File: config.mk
export PLATFORM = sky130hd
export DESIGN_NAME = axi4_id_remapper
export DESIGN_NICKNAME = d
export VERILOG_FILES = /design/src/rtl/axi4_id_remapper.sv
export SDC_FILE = /design/constraint.sdc
export NUM_CORES = 1
export LEC_CHECK = 0
export CAP_MARGIN = 25
export CELL_PAD_IN_SITES_DETAIL_PLACEMENT = 2
export CELL_PAD_IN_SITES_GLOBAL_PLACEMENT = 2
export CORE_UTILIZATION = 31
export CTS_CLUSTER_DIAMETER = 80
export CTS_CLUSTER_SIZE = 40
export DETAILED_ROUTE_END_ITERATION = 8
export GPL_TIMING_DRIVEN = 0
export PLACE_DENSITY = 0.73
export SYNTH_ARGS = -nofsm -noshare
export SYNTH_HDL_FRONTEND = slang
export SYNTH_SLANG_ARGS = --single-unit
File: constraint.sdc
create_clock -name CLK -period 4.3 [get_ports CLK]
set_clock_uncertainty 0.2 [all_clocks]
set_input_delay 0.86 -clock CLK [delete_from_list [all_inputs] [get_ports CLK]]
set_output_delay 0.86 -clock CLK [all_outputs]
set_load 0.01 [all_outputs]
File: src/rtl/axi4_id_remapper.sv
// axi4_id_remapper
// ----------------
// AXI4 ID compressor between a wide-ID master and a narrow-ID slave. Each
// direction (read, write) owns a table of SLOTS entries {tag, cnt}. A request
// either reuses the live entry already holding its wide ID or takes the
// lowest-indexed free entry. Responses look up the entry by narrow ID to
// restore the wide ID. Only ID/valid/ready/last pass through this block;
// other payload is routed by the parent, and W bypasses the block.
//
// Ports:
//   CLK, RST_N                      clock, asynchronous active-low reset
//   s_ar*/m_ar*, s_aw*/m_aw*        request channels (combinational path)
//   m_r*/s_r*, m_b*/s_b*            response channels (combinational path)
//   err_resp                        sticky: response to an idle or out-of-range slot
//   rd_busy / wr_busy               some read / write entry has a nonzero count
module axi4_id_remapper #(
  parameter int IN_ID_W  = 16,
  parameter int OUT_ID_W = 6,
  parameter int SLOTS    = 8,
  parameter int MAX_OUT  = 15
) (
  input  logic                CLK,
  input  logic                RST_N,
  // read request
  input  logic                s_arvalid,
  output logic                s_arready,
  input  logic [IN_ID_W-1:0]  s_arid,
  output logic                m_arvalid,
  input  logic                m_arready,
  output logic [OUT_ID_W-1:0] m_arid,
  // write request
  input  logic                s_awvalid,
  output logic                s_awready,
  input  logic [IN_ID_W-1:0]  s_awid,
  output logic                m_awvalid,
  input  logic                m_awready,
  output logic [OUT_ID_W-1:0] m_awid,
  // read response
  input  logic                m_rvalid,
  output logic                m_rready,
  input  logic [OUT_ID_W-1:0] m_rid,
  input  logic                m_rlast,
  output logic                s_rvalid,
  input  logic                s_rready,
  output logic [IN_ID_W-1:0]  s_rid,
  output logic                s_rlast,
  // write response
  input  logic                m_bvalid,
  output logic                m_bready,
  input  logic [OUT_ID_W-1:0] m_bid,
  output logic                s_bvalid,
  input  logic                s_bready,
  output logic [IN_ID_W-1:0]  s_bid,
  // status
  output logic                err_resp,
  output logic                rd_busy,
  output logic                wr_busy
);

  localparam int CW    = $clog2(MAX_OUT + 1);
  localparam int IDX_W = (SLOTS > 1) ? $clog2(SLOTS) : 1;
  localparam logic [CW-1:0] CNT_MAX = CW'(MAX_OUT);

  // Direction 0 is read, direction 1 is write; both run identical tables.
  logic [1:0]          req_valid, req_ready, fwd_valid, req_accept;
  logic [1:0]          rsp_valid, rsp_ready, rsp_last, rsp_err, busy;
  logic [IN_ID_W-1:0]  req_id  [2];
  logic [OUT_ID_W-1:0] fwd_id  [2];
  logic [OUT_ID_W-1:0] rsp_id  [2];
  logic [IN_ID_W-1:0]  rsp_tag [2];
  logic                err_resp_q;

  assign req_valid = {s_awvalid, s_arvalid};
  assign req_ready = {m_awready, m_arready};
  assign rsp_valid = {m_bvalid, m_rvalid};
  assign rsp_ready = {s_bready, s_rready};
  // Every B is final; R releases only on its last beat.
  assign rsp_last  = {1'b1, m_rlast};
  assign req_id[0] = s_arid;
  assign req_id[1] = s_awid;
  assign rsp_id[0] = m_rid;
  assign rsp_id[1] = m_bid;

  for (genvar ch = 0; ch < 2; ch++) begin : g_dir
    logic [IN_ID_W-1:0] tag_q [SLOTS];
    logic [CW-1:0]      cnt_q [SLOTS];
    logic [SLOTS-1:0]   live, rsp_sel, alloc, rel;
    logic [IDX_W-1:0]   hit_idx, free_idx, sel;
    logic               found_hit, found_free, hit_full, ok, take;
    logic               rsp_live, rsp_fire;
    logic [IN_ID_W-1:0] tag_out;

    // Allocation: decided purely from registered table state, so a slot
    // released this cycle only becomes a miss candidate next cycle.
    always_comb begin
      live       = '0;
      hit_idx    = '0;
      free_idx   = '0;
      found_hit  = 1'b0;
      found_free = 1'b0;
      hit_full   = 1'b0;
      for (int i = 0; i < SLOTS; i++) begin
        live[i] = (cnt_q[i] != '0);
        if (live[i] && (tag_q[i] == req_id[ch]) && !found_hit) begin
          found_hit = 1'b1;
          hit_idx   = IDX_W'(i);
          hit_full  = (cnt_q[i] == CNT_MAX);
        end
        if (!live[i] && !found_free) begin
          found_free = 1'b1;
          free_idx   = IDX_W'(i);
        end
      end
      // A live entry with the same ID must be reused to keep same-ID ordering.
      ok  = found_hit ? !hit_full : found_free;
      sel = found_hit ? hit_idx : free_idx;
    end

    assign fwd_valid[ch]  = req_valid[ch] & ok & RST_N;
    assign req_accept[ch] = req_ready[ch] & ok & RST_N;
    assign fwd_id[ch]     = OUT_ID_W'(sel);
    assign take           = req_valid[ch] & req_accept[ch];

    // Response lookup: only a live, in-range entry yields its tag; anything
    // else returns ID 0 and is reported as an error.
    always_comb begin
      rsp_sel  = '0;
      tag_out  = '0;
      rsp_live = 1'b0;
      for (int i = 0; i < SLOTS; i++) begin
        rsp_sel[i] = (rsp_id[ch] == OUT_ID_W'(i)) && live[i];
        if (rsp_sel[i]) begin
          tag_out = tag_out | tag_q[i];
        end
        rsp_live = rsp_live | rsp_sel[i];
      end
    end

    assign rsp_tag[ch] = tag_out;
    assign rsp_err[ch] = rsp_valid[ch] & ~rsp_live;
    assign rsp_fire    = rsp_valid[ch] & rsp_ready[ch] & rsp_last[ch];
    assign busy[ch]    = |live;

    always_comb begin
      alloc = '0;
      rel   = '0;
      for (int i = 0; i < SLOTS; i++) begin
        alloc[i] = take && (sel == IDX_W'(i));
        rel[i]   = rsp_fire && rsp_sel[i];
      end
    end

    // Table update: simultaneous allocate and release on one entry cancel.
    // A tag is written only when a free entry is claimed.
    always_ff @(posedge CLK or negedge RST_N) begin
      if (!RST_N) begin
        for (int i = 0; i < SLOTS; i++) begin
          tag_q[i] <= '0;
          cnt_q[i] <= '0;
        end
      end else begin
        for (int i = 0; i < SLOTS; i++) begin
          if (alloc[i] && !rel[i]) begin
            cnt_q[i] <= cnt_q[i] + CW'(1);
            if (!live[i]) begin
              tag_q[i] <= req_id[ch];
            end
          end else if (rel[i] && !alloc[i]) begin
            cnt_q[i] <= cnt_q[i] - CW'(1);
          end
        end
      end
    end
  end

  always_ff @(posedge CLK or negedge RST_N) begin
    if (!RST_N) begin
      err_resp_q <= 1'b0;
    end else if ((rsp_err[0] & rsp_ready[0]) | (rsp_err[1] & rsp_ready[1])) begin
      err_resp_q <= 1'b1;
    end
  end

  assign s_arready = req_accept[0];
  assign m_arvalid = fwd_valid[0];
  assign m_arid    = fwd_id[0];
  assign s_awready = req_accept[1];
  assign m_awvalid = fwd_valid[1];
  assign m_awid    = fwd_id[1];

  assign s_rvalid  = m_rvalid;
  assign m_rready  = s_rready;
  assign s_rid     = rsp_tag[0];
  assign s_rlast   = m_rlast;

  assign s_bvalid  = m_bvalid;
  assign m_bready  = s_bready;
  assign s_bid     = rsp_tag[1];

  assign err_resp  = err_resp_q;
  assign rd_busy   = busy[0];
  assign wr_busy   = busy[1];

endmodule

-- Word-level counts from Yosys, hierarchy flattened
Cells that the tools add are included.
- add/sub/neg operators: 32
- equal/unequal tests: 60
- multiplexer cells: 128
- bitwise operators: 64
- reduce and logical (&&, ||, !) cells: 252
- operators by type and width (kind ; number):
    equality test 16 bit ; 16
    two-way mux 16 bit ; 16
    OR 16 bit ; 14
    two-way mux 4 bit ; 32
    logical AND 1 bit ; 124
    logical NOT 1 bit ; 74
    two-way mux 3 bit ; 23
    adder 4 x 1 -> 4 bit, second input constant ; 16
    equality test 4 bit, second input constant ; 16
    nonzero test 4 bit ; 16
    subtractor 4 x 1 -> 4 bit, second input constant ; 16
    two-way mux 1 bit ; 54
    equality test 6 x 3 -> 1 bit, second input constant ; 8
    AND reduction 2 bit ; 16
    nonzero test 2 bit ; 16
    equality test 3 bit, second input constant ; 8
    equality test 6 x 2 -> 1 bit, second input constant ; 4
    inverter 1 bit ; 18
    bitwise AND 1 bit ; 17
    OR reduction 8 bit ; 2
    OR 1 bit ; 15
    equality test 3 x 2 -> 1 bit, second input constant ; 4
    equality test 6 x 1 -> 1 bit, second input constant ; 2
    logical NOT 6 bit ; 2
    other kinds (3) ; 7
- register bits after elaboration: 321
- output and inout port bits: 56

-- Logic depth before layout (Yosys ltp)
- depth in word-level cells: 34
- mapped depth: 19

-- Worst setup path before layout
No wires, ideal clock.
- kind: input to register
- start point: input port s_awid[0]
- end point: register g_dir[1].cnt_q[27] in the netlist's numbering
- path slack: -207 ps
- stages: 17
- arrival time: 4180 ps
- setup time: 127 ps
- buffers on the path: 1
- data required time: 3973 ps
- cells stage by stage: buf_6 xor2_1 or4_4 nor4_4 a22oi_1 o21ai_0 a21oi_2 or4b_4 nor3_2 ha_1 inv_1 ha_1 a21o_1 a21oi_1 xnor2_1 nor2_1 xor2_1
- elaborated cells between the ends (all ways): 66
- RTL lines (what ; line ; text):
    start, declared ; 34 ; input logic [IN_ID_W-1:0] s_awid,
    equality test 16 bit ; 104 ; if (live[i] && (tag_q[i] == req_id[ch]) && !found_hit) begin
    logical AND 1 bit ; 104 ;
    two-way mux 1 bit ; 104 ;
    logical NOT 1 bit ; 104 ;
    logical AND 1 bit ; 104 ;
    two-way mux 1 bit ; 104 ;
    logical NOT 1 bit ; 104 ;
    logical AND 1 bit ; 104 ;
    [15 not listed] ; n/a ;
    two-way mux 3 bit / two-way mux 1 bit (equally long branches) ; 104 ;
    two-way mux 3 bit * ; 116 ; sel = found_hit ? hit_idx : free_idx;
    net m_awid[1] ; 37 ; output logic [OUT_ID_W-1:0] m_awid,
    equality test 3 x 1 -> 1 bit * ; 148 ; alloc[i] = take && (sel == IDX_W'(i));
    logical AND 1 bit * ; 148 ;
    logical NOT 1 bit ; 168 ; end else if (rel[i] && !alloc[i]) begin
    logical AND 1 bit ; 168 ;
    nonzero test 2 bit (no source line) ; n/a ;
    end signal, assigned by index ; 164 ; cnt_q[i] <= cnt_q[i] + CW'(1);
    end signal, assigned by index ; 169 ; cnt_q[i] <= cnt_q[i] - CW'(1);
    end, declared ; 86 ; logic [CW-1:0] cnt_q [SLOTS];
Mark *: on every way through the listed nets, which the timed path passes. The rest lies on a longest branch.
A chain may end at the register's enable or synchronous reset.

-- Worst setup path in the final report
- start point: register g_dir[0].tag_q[67] in the netlist's numbering
- end point: register g_dir[0].cnt_q[3] in the netlist's numbering
- word-level cells in the longest chain between the ends: 25
- elaborated cells between the ends (all ways): 39
- ends and longest elaborated chain (what ; line ; text):
    start, declared ; 85 ; logic [IN_ID_W-1:0] tag_q [SLOTS];
    start signal, assigned by index ; 166 ; tag_q[i] <= req_id[ch];
    equality test 16 bit * ; 104 ;
    logical AND 1 bit * (2 in series) ; 104 ;
    two-way mux 1 bit ; 104 ;
    logical NOT 1 bit ; 104 ;
    logical AND 1 bit ; 104 ;
    two-way mux 1 bit ; 104 ;
    logical NOT 1 bit ; 104 ;
    logical AND 1 bit ; 104 ;
    [7 not listed] ; n/a ;
    logical NOT 1 bit ; 115 ; ok = found_hit ? !hit_full : found_free;
    two-way mux 1 bit ; 115 ;
    bitwise AND 1 bit (2 in series) ; 120 ; assign req_accept[ch] = req_ready[ch] & ok & RST_N;
    bitwise AND 1 bit ; 122 ; assign take = req_valid[ch] & req_accept[ch];
    logical AND 1 bit * ; 148 ;
    logical NOT 1 bit ; 168 ;
    logical AND 1 bit ; 168 ;
    nonzero test 2 bit (no source line) ; n/a ;
    end signal, assigned by index ; 164 ;
    end signal, assigned by index ; 169 ;
    end, declared ; 86 ;
Mark *: on every way between the ends. The rest lies on a longest branch, timed or not.

==> results.yml <==
yosys:
  synthesis.area_sq_um: 19500
  adder_cell_area_share_of_the_yosys_netlist_pct: 4.72
  synth_mux_area_share_pct: 15.9
  synthesis.yosys.warnings: 0
  synth_compound_area_share_pct: 8.52
  syn_inst: 1748
  synth_top_family_by_area: "multiplexers"
  synth_xor_xnor_area_share_pct: 14.4
  synthArstFlopShare_pct: 100
  yosys_register_bits: 321
  post_synth_num_cell_types: 75
  synth_sequential_area_ratio_pct: 41.1
  synthesized_area_per_cell_sq_um: 11.2
  synth_flop_cell: "sky130_fd_sc_hd__dfrtp_1"
  synth_edf_count: 0
  post_synth_and_or_nand_nor_area_fraction_pct: 12.1
place:
  dpl.hpwl_um: 55000
  final_wtd_congestion: 0.913
  placed_cells_incl_taps: 2680
  numPortBuffers: 71
worst_setup_path:
  critical_path.slowest_cell: "sky130_fd_sc_hd__nor4_2"
  start_kind: "register"
  timing.reg2reg.worst_path_depth: 17
  worstSetupEndpointType: "register"
  timing.critical_path.slowest_cell_delay_ns: 0.72
  timing.critical_path.required_ns: 4.61
  path_class: "register to register"
  worst-path-max-fanout: 6
  arrival_ns: 5.12
  list_of_cells_traversed_by_the_critical_path: "xor2_2, nor4_2, nand2_1, nor4_2, a31oi_2, o2bb2ai_4, or3b_4, buf_12, nor3_4, ha_4, inv_4, ha_4, a21o_1, a21oi_2, xnor2_1, nor2_1, xor2_1"
detailed_routing:
  initialDrtViolationCount: 1117
  post_drt_via_cell_ratio: 5.84
  first_pass_iters: 5
  dr_total_vias: 17000
  drc_errors: 0
  post_drt_wl_per_cell_um: 32.7
  drtAntennaViolNets: 0
  sum_of_routed_wire_length_over_all_layers_um: 95000
die:
  core_region_area_sq_um: 61900
  fp-row-count: 91
  die_area_sq_um: 64000
  i_o_pins: 111
  die_width_um: 253
  chipHeight_um: 253
  initial_utilization_pct: 31.5
power:
  seqPwrFrac_pct: 34.3
  internal_power_mw: 9.05
  cellPowerDensity_nw_per_um2: 619
  power_frac_comb_pct: 48.2
  netSwitchingPower_mw: 7.42
  power.ir.vdd_worst_v: 0.000346
  clkPwrFrac_pct: 17.5
  total_power_mw: 16.5
  cellLeakagePower_nw: 12.1
  swShare_pct: 45.0
final_layout:
  n_antenna_cell: 0
  mostFrequentLayoutCells: "287 x sky130_fd_sc_hd__dfrtp_1, 271 x sky130_fd_sc_hd__mux2_2, 208 x sky130_fd_sc_hd__buf_4, 174 x sky130_fd_sc_hd__xor2_1, 128 x sky130_fd_sc_hd__a22oi_1"
  layout-drive-gt1-share_pct: 46.2
  area_growth_from_synthesis_to_layout_pct: 36.2
  final_common_cell: "sky130_fd_sc_hd__dfrtp_1"
  stdcell_count: 2908
  post-route-util_pct: 42.9
  design.final.nets: 2170
global_routing:
  maximum_number_of_pins_on_one_net_before_global_route_repair: 104
  grt_pass1_wl_um: 122000
  grt.overflow.total: 0
  grt.total_usage_pct: 25.5
  grt_pass1_vias: 17900
  antenna_found_initial: 1
worst_hold_path:
  worst_hold_path_type: "input port to async pin"
timing:
  tightest_slew_ns: 0.783
  finalSetupViolations: 251
  max-slew-margin-rel_pct: 47.3
  rsz0062_at_grt: "true"
  timing_hold_violations_final: 0
  layout_worst_path_cycle_share_pct: 112
  post-route-worst-setup-slack_ns: -0.504
  achievable-frequency_mhz: 208
  finalMaxSlewViolations: 0
  min_period_ns: 4.80
  hold_ws_ns: 0.0339
clock_tree:
  clk-insertion-delay-late_ns: 0.63
  cts-htree-levels: 1
  cts.clk_slew.worst_paths_ns: 0.10
  numCtsBuffers: 26
  tritoncts_clock_tree: "yes"
  ctsLongestPathBuffers: 3
  root_buffer_cell: "sky130_fd_sc_hd__clkbuf_16"
  cts.sinks: 321
status:
  status: "finished, violations left"
  violations: "setup timing"
run:
  maxCapViolations: 0
-- cell usage after synthesis (all sizes together), types with 18 or more instances --
cell / count / area [sq um]
a21o: 18 / 135
a21oi: 28 / 144
a22oi: 130 / 981
buf: 70 / 375
clkbuf: 44 / 165
dfrtp: 321 / 8030
ha: 48 / 601
inv: 25 / 93.8
mux2: 273 / 3070
nand2: 77 / 289
nand3: 23 / 115
nand4: 63 / 400
nor2: 38 / 143
nor3: 53 / 290
nor4: 69 / 576
o21ai: 26 / 134
xnor2: 134 / 1170
xor2: 186 / 1630
-- layer usage --
| layer | track usage, % | share of wire (%) | vias to the layer above |
|---|---|---|---|
| li1 | - | - | 6949 |
| met1 | 32.8 | 39 | 8973 |
| met2 | 43.2 | 49 | 747 |
| met3 | 3.23 | 6.4 | 308 |
| met4 | 10.3 | 5.9 | 0 |
| met5 | 0 | 0 | - |
-- flip-flops by register name, indices dropped and copies added, names as in the netlist --
register,flops
err_resp,1
g_dir.cnt_q,64
g_dir.tag_q,256
-- metrics by stage --
stage | TNS, ns | setup WS, ns | area (sq um)
finish | -52.64 | -0.504 | 26600
global route | -67.29 | -0.668 | 26600
CTS | -0.284 | -0.108 | 25000
detailed placement | -413.49 | -1.64 | 21800
global placement | -7949.84 | -13.24 | 21500
floorplan | -0.414 | -0.0599 | 19800
-- final cells by class --
type	count	area (sq um)
plain buffers	110	997
clock buffers	26	651
clock inverters	22	353
fillers	6216	35300
inverters	25	119
multi-input cells	1293	12900
flip-flops and latches	321	8080
well taps	837	1050
repair buffers	274	2450
-- worst paths after layout --
kind / startpoint / end / slack, ns
min in group CLK: g_dir[1].cnt_q[11] / g_dir[1].cnt_q[11] / 0.31
worst max-delay path: g_dir[0].tag_q[67] / g_dir[0].cnt_q[3] / -0.50
worst min register to register: g_dir[1].cnt_q[11] / g_dir[1].cnt_q[11] / 0.31
worst min-delay path: RST_N / g_dir[1].tag_q[118] / 0.03
max in group asynchronous: RST_N / g_dir[0].cnt_q[28] / 2.85
worst max register to register: g_dir[0].tag_q[67] / g_dir[0].cnt_q[3] / -0.50
-- worst max-delay path: cells and delay by family (launching register included) --
kind,cells,cell delay (ns)
xor gates and xnor gates,3,0.54
and+or+nand+nor,6,2.15
AOI/OAI and AO/OA,4,0.69
buffers and inverters,2,0.22
adders and majority gates,2,0.42
DFF,1,0.45
-- power by group through the flow --
stage          clock (mW)  combinational (mW)  sequential [mW]
4_1_cts              2.90                6.48             5.46
5_1_grt              3.00                8.31             5.77
6_report             2.88                7.94             5.65
2_1_floorplan           0                3.71             5.07
3_5_place_dp            0                5.34             5.43
3_3_place_gp            0                5.03             5.31
-- kinds of logic (layout without fill, tap and decap cells) --
group / after synthesis / after routing
AO/OA/AOI/OAI: 233 / 233
XOR/XNOR: 320 / 320
flip-flops: 321 / 321
AND/OR/NAND/NOR: 394 / 394
buffers and inverters: 139 / 457
adder cells (fa/ha/maj): 64 / 64
multiplexers: 276 / 276
other: 1 / 6
-- what timing repair did --
item	4_1_cts	5_1_grt
buffers inserted	93	90
hold buffers	1	0
pin swaps	107	148
hold endpoints to repair	66	0
endpoints found under the setup margin	351	210
gates resized for setup	359	214
Note: power is estimated with default switching activity, not from simulation.
